==> src/rtl/inst_cache_pkg.sv <==
// Shared types and address-split helpers for the direct-mapped instruction cache.
package inst_cache_pkg;

    typedef enum logic {
        IC_IDLE,
        IC_FILL
    } ic_state_t;

    localparam logic [31:0] IC_INVALID_INST = 32'h0;

    // Word-select bits within a line.
    function automatic int unsigned ic_offset_bits(input int unsigned words_per_line);
        return $clog2(words_per_line);
    endfunction

    // Line-select bits.
    function automatic int unsigned ic_index_bits(input int unsigned lines);
        return $clog2(lines);
    endfunction

    // Everything above offset, index and the two byte bits.
    function automatic int unsigned ic_tag_bits(input int unsigned lines,
                                                input int unsigned words_per_line);
        return 30 - ic_offset_bits(words_per_line) - ic_index_bits(lines);
    endfunction

endpackage

==> src/rtl/inst_cache_array.sv <==
// Valid/tag/data storage: combinational read, one-word write, flush-all and reset of valid bits.
module inst_cache_array
    import inst_cache_pkg::*;
#(
    parameter int unsigned LINES          = 8,
    parameter int unsigned WORDS_PER_LINE = 4
) (
    input  logic                                         clk,
    input  logic                                         rst_b,
    input  logic                                         flush_all,
    input  logic [ic_index_bits(LINES)-1:0]              rd_index,
    input  logic [ic_offset_bits(WORDS_PER_LINE)-1:0]    rd_offset,
    output logic                                         rd_valid,
    output logic [ic_tag_bits(LINES, WORDS_PER_LINE)-1:0] rd_tag,
    output logic [31:0]                                  rd_word,
    input  logic                                         wr_en,
    input  logic [ic_index_bits(LINES)-1:0]              wr_index,
    input  logic [ic_offset_bits(WORDS_PER_LINE)-1:0]    wr_offset,
    input  logic [31:0]                                  wr_data,
    input  logic                                         set_valid,
    input  logic [ic_tag_bits(LINES, WORDS_PER_LINE)-1:0] set_tag
);

    localparam int unsigned TAG_W = ic_tag_bits(LINES, WORDS_PER_LINE);

    logic [LINES-1:0] valid_q;
    logic [TAG_W-1:0] tag_q  [LINES];
    logic [31:0]      data_q [LINES][WORDS_PER_LINE];

    // Valid bits: reset and flush clear every line; a completed fill marks one line valid.
    always_ff @(posedge clk) begin
        if (!rst_b || flush_all) begin
            valid_q <= '0;
        end else if (set_valid) begin
            valid_q[wr_index] <= 1'b1;
        end
    end

    // Tag and data storage; never reset, only meaningful behind a set valid bit.
    always_ff @(posedge clk) begin
        if (wr_en) begin
            data_q[wr_index][wr_offset] <= wr_data;
        end
        if (set_valid) begin
            tag_q[wr_index] <= set_tag;
        end
    end

    assign rd_valid = valid_q[rd_index];
    assign rd_tag   = tag_q[rd_index];
    assign rd_word  = data_q[rd_index][rd_offset];

endmodule

==> src/rtl/inst_cache.sv <==
// Direct-mapped read-only instruction cache; stalls fetch and fills a line word by word on a miss.
module inst_cache
    import inst_cache_pkg::*;
#(
    parameter int unsigned LINES          = 8,
    parameter int unsigned WORDS_PER_LINE = 4
) (
    input  logic        clk,
    input  logic        rst_b,
    input  logic [31:0] inst_addr,
    output logic [31:0] inst,
    output logic        inst_valid,
    input  logic        flush,
    output logic        mem_req,
    output logic [31:0] mem_addr,
    input  logic        mem_ack,
    input  logic [31:0] mem_rdata
);

    localparam int unsigned OFF_W  = ic_offset_bits(WORDS_PER_LINE);
    localparam int unsigned IDX_W  = ic_index_bits(LINES);
    localparam int unsigned TAG_W  = ic_tag_bits(LINES, WORDS_PER_LINE);
    localparam int unsigned LINE_W = IDX_W + TAG_W;

    ic_state_t         state_q, state_d;
    logic [LINE_W-1:0] line_q, line_d;
    logic [OFF_W-1:0]  cnt_q, cnt_d;
    logic              pend_q, pend_d;

    logic              rd_valid;
    logic [TAG_W-1:0]  rd_tag;
    logic [31:0]       rd_word;
    logic              hit;
    logic              wr_en;
    logic              set_valid;
    logic              unused_byte_bits;

    assign unused_byte_bits = ^inst_addr[1:0];

    inst_cache_array #(
        .LINES          (LINES),
        .WORDS_PER_LINE (WORDS_PER_LINE)
    ) u_array (
        .clk       (clk),
        .rst_b     (rst_b),
        .flush_all (flush),
        .rd_index  (inst_addr[OFF_W+2 +: IDX_W]),
        .rd_offset (inst_addr[2 +: OFF_W]),
        .rd_valid  (rd_valid),
        .rd_tag    (rd_tag),
        .rd_word   (rd_word),
        .wr_en     (wr_en),
        .wr_index  (line_q[IDX_W-1:0]),
        .wr_offset (cnt_q),
        .wr_data   (mem_rdata),
        .set_valid (set_valid),
        .set_tag   (line_q[LINE_W-1:IDX_W])
    );

    assign hit = rd_valid && (rd_tag == inst_addr[31 -: TAG_W]);

    // State register; the captured line address is plain data and is not reset.
    always_ff @(posedge clk) begin
        if (!rst_b) begin
            state_q <= IC_IDLE;
            cnt_q   <= '0;
            pend_q  <= 1'b0;
        end else begin
            state_q <= state_d;
            cnt_q   <= cnt_d;
            pend_q  <= pend_d;
        end
        line_q <= line_d;
    end

    // Next state and outputs: serve hits in IDLE, walk the line's words in FILL.
    always_comb begin
        state_d    = state_q;
        line_d     = line_q;
        cnt_d      = cnt_q;
        pend_d     = pend_q;
        wr_en      = 1'b0;
        set_valid  = 1'b0;
        inst_valid = 1'b0;
        mem_req    = 1'b0;
        unique case (state_q)
            IC_IDLE: begin
                inst_valid = hit && !flush;
                if (!hit) begin
                    state_d = IC_FILL;
                    line_d  = inst_addr[31:OFF_W+2];
                    cnt_d   = '0;
                end
            end
            IC_FILL: begin
                mem_req = 1'b1;
                if (mem_ack) begin
                    wr_en = 1'b1;
                    cnt_d = cnt_q + 1'b1;
                end
                // A flush on the final ack still leaves the line invalid.
                if (mem_ack && (cnt_q == '1)) begin
                    set_valid = !pend_q && !flush;
                    pend_d    = 1'b0;
                    state_d   = IC_IDLE;
                end else if (flush) begin
                    pend_d = 1'b1;
                end
            end
            default: state_d = IC_IDLE;
        endcase
    end

    assign inst     = inst_valid ? rd_word : IC_INVALID_INST;
    assign mem_addr = mem_req ? {line_q, cnt_q, 2'b00} : '0;

endmodule

==> config.mk <==
export PLATFORM = sky130hd
export DESIGN_NAME = inst_cache
export DESIGN_NICKNAME = d
export VERILOG_FILES = /design/src/rtl/inst_cache_pkg.sv /design/src/rtl/inst_cache_array.sv /design/src/rtl/inst_cache.sv
export SDC_FILE = /design/constraint.sdc
export NUM_CORES = 1
export LEC_CHECK = 0
export BUFFER_PORTS_ARGS = -buffer_cell sky130_fd_sc_hd__buf_2
export CORE_MARGIN = 4
export CORE_UTILIZATION = 35
export DETAILED_ROUTE_END_ITERATION = 7
export GPL_TIMING_DRIVEN = 0
export PLACE_DENSITY = 0.56
export SLEW_MARGIN = 0
export SYNTH_ARGS = -nofsm -noshare
export SYNTH_HDL_FRONTEND = slang
export SYNTH_SLANG_ARGS = --single-unit
==> constraint.sdc <==
create_clock -name clk -period 4.8 [get_ports clk]
set_clock_uncertainty 0.15 [all_clocks]
set_input_delay 0.72 -clock clk [delete_from_list [all_inputs] [get_ports clk]]
set_output_delay 0.72 -clock clk [all_outputs]
set_load 0.1 [all_outputs]
### Word-level counts from Yosys, hierarchy flattened

Memory sizes are Yosys's and may differ from the RTL's.
Cells that the tools add are included.

| word-level totals | value |
|---|---|
| register bits | 40 |
| memory bits (writable) | 1224 |
| output and inout bits | 66 |
| memories kept | 2 |

Memories:

| memory | depth | width | read ports | clocked after memory_dff | wr ports | RTL line | RTL |
|---|---|---|---|---|---|---|---|
| u_array.data_q | 8 | 128 | 1 | 0 | 1 | inst_cache_array.sv:28 | `logic [31:0] data_q [LINES][WORDS_PER_LINE];` |
| u_array.tag_q | 8 | 25 | 1 | 0 | 1 | inst_cache_array.sv:27 | `logic [TAG_W-1:0] tag_q [LINES];` |

| cells by class | value |
|---|---|
| add/sub/neg operators | 1 |
| $lt $le $gt $ge | 6 |
| equality and inequality tests | 4 |
| muxes and demuxes | 29 |
| bitwise operators | 5 |
| reduce and logical (&&, ||, !) cells | 14 |

Operators by type and width:

| cell | number |
|---|---|
| $mux 32 | 5 |
| $mux 128 | 1 |
| $bmux 32 s2 | 1 |
| $demux 32 s2 | 1 |
| $eq 25x25->1 | 1 |
| $mux 1 | 15 |
| $lt 3x4->1 const B | 2 |
| $or 8x8->8 | 1 |
| $ge 3x3->1 const B | 2 |
| $logic_and 1x1->1 | 6 |
| $not 2->3 | 2 |
| $reduce_and 2->1 | 3 |
| $mux 2 | 2 |
| $ne 2x2->1 const B | 2 |
| $pmux 2 s2 | 1 |
| $bmux 1 s3 | 1 |
| $demux 1 s3 | 1 |
| $ge 3x1->1 const B | 1 |
| $logic_not 1->1 | 3 |
| $lt 3x1->1 const B | 1 |
| $add 2x1->2 const B | 1 |
| $eq 2x2->1 const B | 1 |
| $not 1->1 | 2 |
| $pmux 1 s2 | 1 |
| 2 further kinds | 2 |

### Logic depth before layout (Yosys ltp)

Gate-level depths: netlist of the first run.

| logic depth | value |
|---|---|
| depth after elaboration | 6 |
| mapped depth | 11 |

### Modules after synthesis

From an unflattened synthesis of the first run, not the netlist that was laid out.

| unflattened totals | value |
|---|---|
| cell total of the unflattened synthesis | 2705 |
| area, all modules | 49545.0 µm² |

Modules (own cells, without submodules):

| module | times used | cells each | area each (µm²) | sequential area each (µm²) |
|---|---|---|---|---|
| inst_cache_array | 1 | 2549 | 47744.5 | 36915.4 |
| inst_cache | 1 | 156 | 1800.5 | 920.9 |

### Worst setup path after synthesis of the first run

OpenSTA, ideal clock, no wires.

| timing path | value |
|---|---|
| path kind | input -> output |
| from | input port inst_addr[4] |
| to | output port inst[10] |
| arrival | 4.008 ns |
| required time | 3.930 ns |
| setup slack | -0.078 ns |
| stages | 11 |
| path through | buf_2 -> buf_4 -> buf_4 -> buf_2 -> mux2i_1 -> xor2_1 -> o2111ai_1 -> nor4_4 -> nand4b_4 -> buf_6 -> nor2_1 |

| on the way | value |
|---|---|
| longest elaborated chain between the ends | 6 |
| elaborated cells on any way between the ends | 12 |
| classes of those cells | eq/ne: 1; mux: 7; reduce/logical: 2; memory: 2 |

Ends and longest elaborated chain:

| item | RTL line | RTL |
|---|---|---|
| start: declaration | inst_cache.sv:10 | `input logic [31:0] inst_addr,` |
| $mem_v2 8x25 or $bmux 1 s3 (tied branches) | - |  |
| $eq 25x25->1 or $mux 1 (tied branches) | inst_cache.sv:60, inst_cache_array.sv:49 |  |
| $logic_and 1x1->1 | inst_cache.sv:60 | `assign hit = rd_valid && (rd_tag == inst_addr[31 -: TAG_W]);` |
| $logic_and 1x1->1 | inst_cache.sv:88 | `inst_valid = hit && !flush;` |
| $mux 1 | inst_cache.sv:86 | `unique case (state_q)` |
| $mux 32 (*) | inst_cache.sv:114 | `assign inst = inst_valid ? rd_word : IC_INVALID_INST;` |
| end: declaration | inst_cache.sv:11 | `output logic [31:0] inst,` |

Every way passes the cells marked *; elsewhere a longest branch is shown, timed or not. The select of a mux whose other input is x is not followed.

### Worst setup path in the final report of the first run

| timing path | value |
|---|---|
| from | input port inst_addr[5] |
| to | output port inst[1] |

The elaborated chain is that of the path after synthesis.

==> results_dict.tcl, run 1 <==
set metrics [dict create \
    outcome "completed" \
    layout.cells.non_filler 4291 \
    synth_xor_area_frac 0.00216 \
    p_total_uw 23300 \
    regToRegStartpoint "state_q" \
    dpl.cell_count 4034 \
    wl_per_cell_um 28.2 \
    die_h_um 381 \
    synth_cell_types 41 \
    cp_max_fo 10 \
    synthTopCellsByArea "edfxtp_1, mux4_2, mux2i_1, nor2_1, dfxtp_1" \
    p_sw_uw 4930 \
    ctsHtreeMaxLevel 4 \
    whs_path_depth 1 \
    gr-usage-all-layers 0.166 \
    synth_top_area_frac 0.774 \
    end_kind "output port" \
    syn_inst 2069 \
    power_frac_comb 0.051 \
    yosysMostFrequentCell "edfxtp_1" \
    synth_compound_area_frac 0.00737 \
    sw_frac_of_total 0.211 \
    die-area_um2 145000 \
    drt-total-wl_mm 121 \
    synth-seq-cells 1264 \
    nNetsFinal 2466 \
    area_growth_pct 18.4 \
    path_clk_slew_ps 60 \
    clk-insertion-delay-late_ps 740 \
    grt_pass1_vias 23895 \
    grt_max_degree 33 \
    min_period_over_period 0.994 \
    clock_sinks 1264 \
    drv_slew 0 \
    maxSlewHeadroom 0.175 \
    seq_area_frac_synth 0.779 \
    final_antenna_net_count 0 \
    yosysWarnings 0 \
    synth-edff-count 1252 \
    clock_path_buffers 3 \
    drive_gt1_frac 0.349 \
    dpl_cell_area_um2 52700 \
    synthArstFlopShare 0 \
    synth_ff_type "edfxtp_1" \
    cts_tree "yes" \
    vias 22775 \
    synth-simple-area-share 0.0189 \
    antenna_found_initial 7 \
    synthMuxAreaShare 0.180 \
    synth-adder-area-share 0.00103 \
    drv_cap 0 \
    synth_largest_area_cell "edfxtp_1" \
    overflow 0 \
    final_hold_viol_count 0 \
    hold_ws_ps 64.7 \
    drt-vias-per-instance 5.31 \
    p_int_uw 18400 \
    startpoint_type "input pin" \
    grt_pass1_wl_mm 172 \
    synthesis.area_um2 48600 \
    r2r_cells 7 \
    dp_slack_ps -1620 \
    stdcell_area_um2 57500 \
    clock-root-buffer "clkbuf_16" \
    initial_core_util 0.353 \
    drt_iter0_drc 2461 \
    ios 134 \
    worstPathRequired_ps 3930 \
    setup_viol 0 \
    dr.pass1.iters 5 \
    peakVddDrop_mv 0.287 \
    synth_commonest_cells "edfxtp_1, mux4_2, nor2_1, mux2i_1, clkbuf_1" \
    cts_inserted_buffers 130 \
    core_um2 138000 \
    route.detailed.drc 0 \
    crit_type "input pin to output port" \
    port_buffers 127 \
    fin_crit_ps 4770 \
    syn_area_per_cell_um2 23.5 \
    min_path_type "input pin to flip-flop" \
    min_from "inst_addr[23]" \
    dieWidth_um 381 \
    cp.arrival_ps 3900 \
    pwr-share-clk 0.426 \
    pwr_density_cell_nw_per_um2 405 \
    p_seq_frac 0.524 \
    dp_hpwl_mm 77.8 \
    worst_slew_pin_slew_ps 1240 \
    fp-row-count 136 \
    fin_ws_ps 29.0 \
    gp_congestion 0.752 \
    max_freq_ghz 0.210 \
    leakage_uw 0.0182 \
    synth_top_family_by_area "multiplexers" \
    crit_start "inst_addr[5]" \
]
==> state kept, by name, summed over array words and instances, names as in the netlist <==
register         count
pend_q               1
line_q              28
u_array.data_q    1024
cnt_q                2
u_array.valid_q      8
u_array.tag_q      200
state_q              1
==> logic make-up (layout without fill, tap and decap cells) <==
kind of cell / Yosys count / after routing
fa+ha+maj: 4 / 4
simple gates: 181 / 181
xor+xnor: 12 / 12
buf+inv: 110 / 534
mux: 445 / 445
other cells: 1 / 5
compound gates: 52 / 52
flops: 1264 / 1264
==> cell usage in the layout, fill, tap and decap left out, drive strengths merged, types with 4 or more instances in the layout <==
| cell | netlist | layout |
|---|---|---|
| clkinvlp | 0 | 4 |
| a22oi | 10 | 10 |
| nor2 | 94 | 94 |
| mux4 | 342 | 342 |
| clkbuf | 44 | 208 |
| and3 | 4 | 4 |
| mux2i | 88 | 88 |
| nor2b | 6 | 6 |
| xor2 | 12 | 12 |
| nand2b | 4 | 4 |
| a22o | 12 | 12 |
| or3 | 11 | 11 |
| dfxtp | 12 | 12 |
| nand2 | 11 | 11 |
| ha | 4 | 4 |
| edfxtp | 1252 | 1252 |
| and2 | 33 | 33 |
| clkinv | 0 | 51 |
| inv | 4 | 7 |
| dlygate4sd3 | 0 | 13 |
| bufinv | 0 | 11 |
| nand4 | 6 | 6 |
| o21ai | 10 | 10 |
| mux2 | 15 | 15 |
| buf | 62 | 240 |
| a21oi | 5 | 5 |
| o22ai | 7 | 7 |
==> power by group through the flow <==
stage	combinational, uW	clock [uW]	sequential [uW]
after global routing	1260	10600	12200
final	1180	9930	12200
after detailed placement	1160	0	12400
after floorplan	704	0	12400
after global placement	1110	0	12400
after CTS	1190	10100	12200
==> stage by stage <==
step,TNS (ps),utilization
after floorplan,-2250,-
after global placement,-676460,0.374
after detailed placement,-45280,0.383
after CTS,0,0.417
after global routing,-0.717,0.418
final,0,0.418
==> what timing repair did <==
action	4_1_cts	5_1_grt
pin swaps	3	5
buffers inserted	4	5
endpoints found under the setup margin	33	33
gates resized for setup	128	29
endpoints found under the hold margin	13	0
hold buffers	13	0
==> final cells by class <==
type	instances	area (um^2)
tap	1794	2240
buffer	106	709
multi-input combinational	696	10600
sequential	1264	37800
antenna	3	7.51
inverter	4	15.0
fill	11717	80100
clock inverter	69	702
clock buffer	163	3480
timing repair buffer	192	1910
==> final timing paths <==
kind                                              to  slack (ps)
worst max-delay path                         inst[1]          30
worst min-delay path                      line_q[19]          60
worst max register to register  u_array.tag_q[2][14]        1070
worst min register to register                pend_q         330
==> per-layer routing <==
metal  share of wire  wire (um)  GRT usage  vias to the layer above
met5         0.00021         25          0                        -
met4           0.020       2440     0.0498                        4
met3           0.069       8340     0.0401                      161
met2            0.49      58800      0.264                      803
met1            0.43      51500      0.229                    12337
li1                -          -          -                     9470
==> worst max-delay path, cell delays in order <==
cell      delay [ps]
buf_2            100
buf_6            120
buf_2            290
buf_4            340
clkbuf_4         360
clkbuf_4         380
mux4_2           350
mux4_2           530
mux2i_1          310
nor2_4           110
buf_4            250
Power figures use the tool's default switching activity.
==> run 2, diff against run 1 <==
--- a/config.mk
+++ b/config.mk
@@ -7,10 +7,10 @@
 export LEC_CHECK = 0
 export BUFFER_PORTS_ARGS = -buffer_cell sky130_fd_sc_hd__buf_2
 export CORE_MARGIN = 4
-export CORE_UTILIZATION = 35
+export CORE_UTILIZATION = 60
 export DETAILED_ROUTE_END_ITERATION = 7
 export GPL_TIMING_DRIVEN = 0
-export PLACE_DENSITY = 0.56
+export PLACE_DENSITY = 0.83
 export SLEW_MARGIN = 0
 export SYNTH_ARGS = -nofsm -noshare
 export SYNTH_HDL_FRONTEND = slang
==> run 2 against run 1 <==
Against the previous run:
- routed wire length up 11%
- sequential share of layout area up 1.8 points
- clock power down 9.0%
- worst setup slack worse by 1.0 ps
- clock-buffer cell count down 18
- die area down 41%
- worst hold slack better by 52 ps
- total power down 3.6%
- critical path type unchanged
- highest routed layer unchanged
==> results_dict.tcl, run 2 (synthesis gave the netlist of run 1 again) <==
set metrics [dict create \
    fin_ws_ps 27.9 \
    die-area_um2 85600 \
    antenna_found_initial 6 \
    wl_per_cell_um 38.3 \
    dr.pass1.iters 5 \
    clock_path_buffers 3 \
    fin_crit_ps 4770 \
    final_hold_viol_count 0 \
    drt-total-wl_mm 134 \
    r2r_slack_ps 880 \
    dp_hpwl_mm 75.7 \
    vias 25086 \
    ios 134 \
    maxSlewHeadroom 0.127 \
    dp_slack_ps -1240 \
    worst_slew_pin_slew_ps 1310 \
    grt_use_met1 0.403 \
    num-fill-cells 4462 \
    cp.arrival_ps 3900 \
    drv_slew 0 \
    rsz0062_at_grt "true" \
    regMostFlops "u_array.data_q" \
    cts_tree "yes" \
    min_path_type "input pin to flip-flop" \
    utilization 0.697 \
    cp_max_fo 10 \
    end_kind "output port" \
    crit_type "input pin to output port" \
    clk-insertion-delay-late_ps 690 \
    largest_reg_flops 1024 \
    drv_cap 0 \
    setup_viol 0 \
    outcome "completed" \
    whs_path_depth 1 \
    route.detailed.drc 0 \
    ctsHtreeMaxLevel 3 \
    cts_inserted_buffers 115 \
    cts_hold_buffers 0 \
    hold_ws_ps 117 \
    mostFrequentLayoutCells "edfxtp_1, mux4_2, clkbuf_16, buf_2, mux2i_1" \
    final_antenna_net_count 0 \
    busiest_layer "met2" \
    dieWidth_um 293 \
    port_buffers 127 \
    worstPathRequired_ps 3930 \
    r2r_cells 7 \
    die_h_um 293 \
    gr-usage-all-layers 0.318 \
    initial_core_util 0.604 \
    regArea_um2 37800 \
    grt_util_met3 0.0641 \
    fp-row-count 104 \
    stdcell_area_um2 56000 \
    area_growth_pct 15.3 \
    path_clk_slew_ps 60 \
    gp_congestion 0.809 \
    min_period_over_period 0.994 \
    largestRegisters "u_array.data_q (1024), u_array.tag_q (200), line_q (28)" \
    nNetsFinal 2429 \
    core_um2 80400 \
    final_common_cell "edfxtp_1" \
    peakVddDrop_mv 0.399 \
    dpl.cell_count 3298 \
    grt_use_met2 0.535 \
    clock_sinks 1264 \
    multi_input_area_um2 10600 \
    clock-root-buffer "clkbuf_16" \
    startpoint_type "input pin" \
    grt_pass1_wl_mm 191 \
    pwr_density_cell_nw_per_um2 401 \
    overflow 0 \
    max_freq_ghz 0.210 \
    dpl_cell_area_um2 51900 \
    drive_gt1_frac 0.336 \
    drt_iter0_drc 4020 \
    drt-vias-per-instance 7.14 \
    layout.cells.non_filler 3512 \
    grt_pass1_vias 25792 \
    leakage_uw 0.0179 \
    grt_max_degree 33 \
]
-- run 2: cell count changes in the layout (fill, tap and decap cells not counted), moves of 11 or more --
cell / delta
buf_12: -17
dlygate4sd3_1: -13
buf_16: +16
buf_2: -11
clkbuf_16: -18
buf_6: +17
-- run 2: final timing paths --
path / start / end
worst max-delay path: inst_addr[5] / inst[12]
worst min-delay path: inst_addr[13] / line_q[9]
worst max register to register: state_q / u_array.tag_q[3][0]
worst min register to register: u_array.valid_q[7] / u_array.valid_q[7]
-- run 2: area by class of cell --
class / count / area share
Clock inverter: 64 / 0.0108
Clock buffer: 145 / 0.0543
Timing Repair Buffer: 170 / 0.0329
Buffer: 106 / 0.0134
Multi-Input combinational cell: 696 / 0.189
Sequential cell: 1264 / 0.675
Inverter: 4 / 0.000268
Tap cell: 1060 / 0.0237
Antenna cell: 3 / 0.000134
-- run 2: repair_timing --
item,CTS,global route
endpoints found under the setup margin,33,33
gates resized for setup,125,46
setup buffers,1,1
pin swaps,2,2
hold endpoints to repair,0,0
-- run 2: power by group --
| group | switching (uW) | total (uW) | internal [uW] |
|---|---|---|---|
| Clock | 4070 | 9040 | 4970 |
| Combinational | 780 | 1230 | 449 |
| Sequential | 40.2 | 12200 | 12200 |
-- run 2: routing by layer --
layer  vias to the layer above  wire length, um
li1                       9370                -
met1                     13013            43000
met2                      2251            69500
met3                       446            14100
met4                         6             7830
met5                         -               34
-- run 2: critical path, stage by stage --
cell      delay, ps
buf_2           100
buf_6           120
buf_2           270
buf_4           330
clkbuf_4        390
clkbuf_2        410
mux4_2          430
mux4_2          580
mux2i_1         260
nor2_4           80
buf_12          170
-- run 2: through the flow --
stage	TNS, ps	total power (uW)
2_1_floorplan	-2250	13100
3_3_place_gp	-208660	13500
3_5_place_dp	-33380	13600
4_1_cts	0	22500
5_1_grt	-469	23100
6_report	0	22500
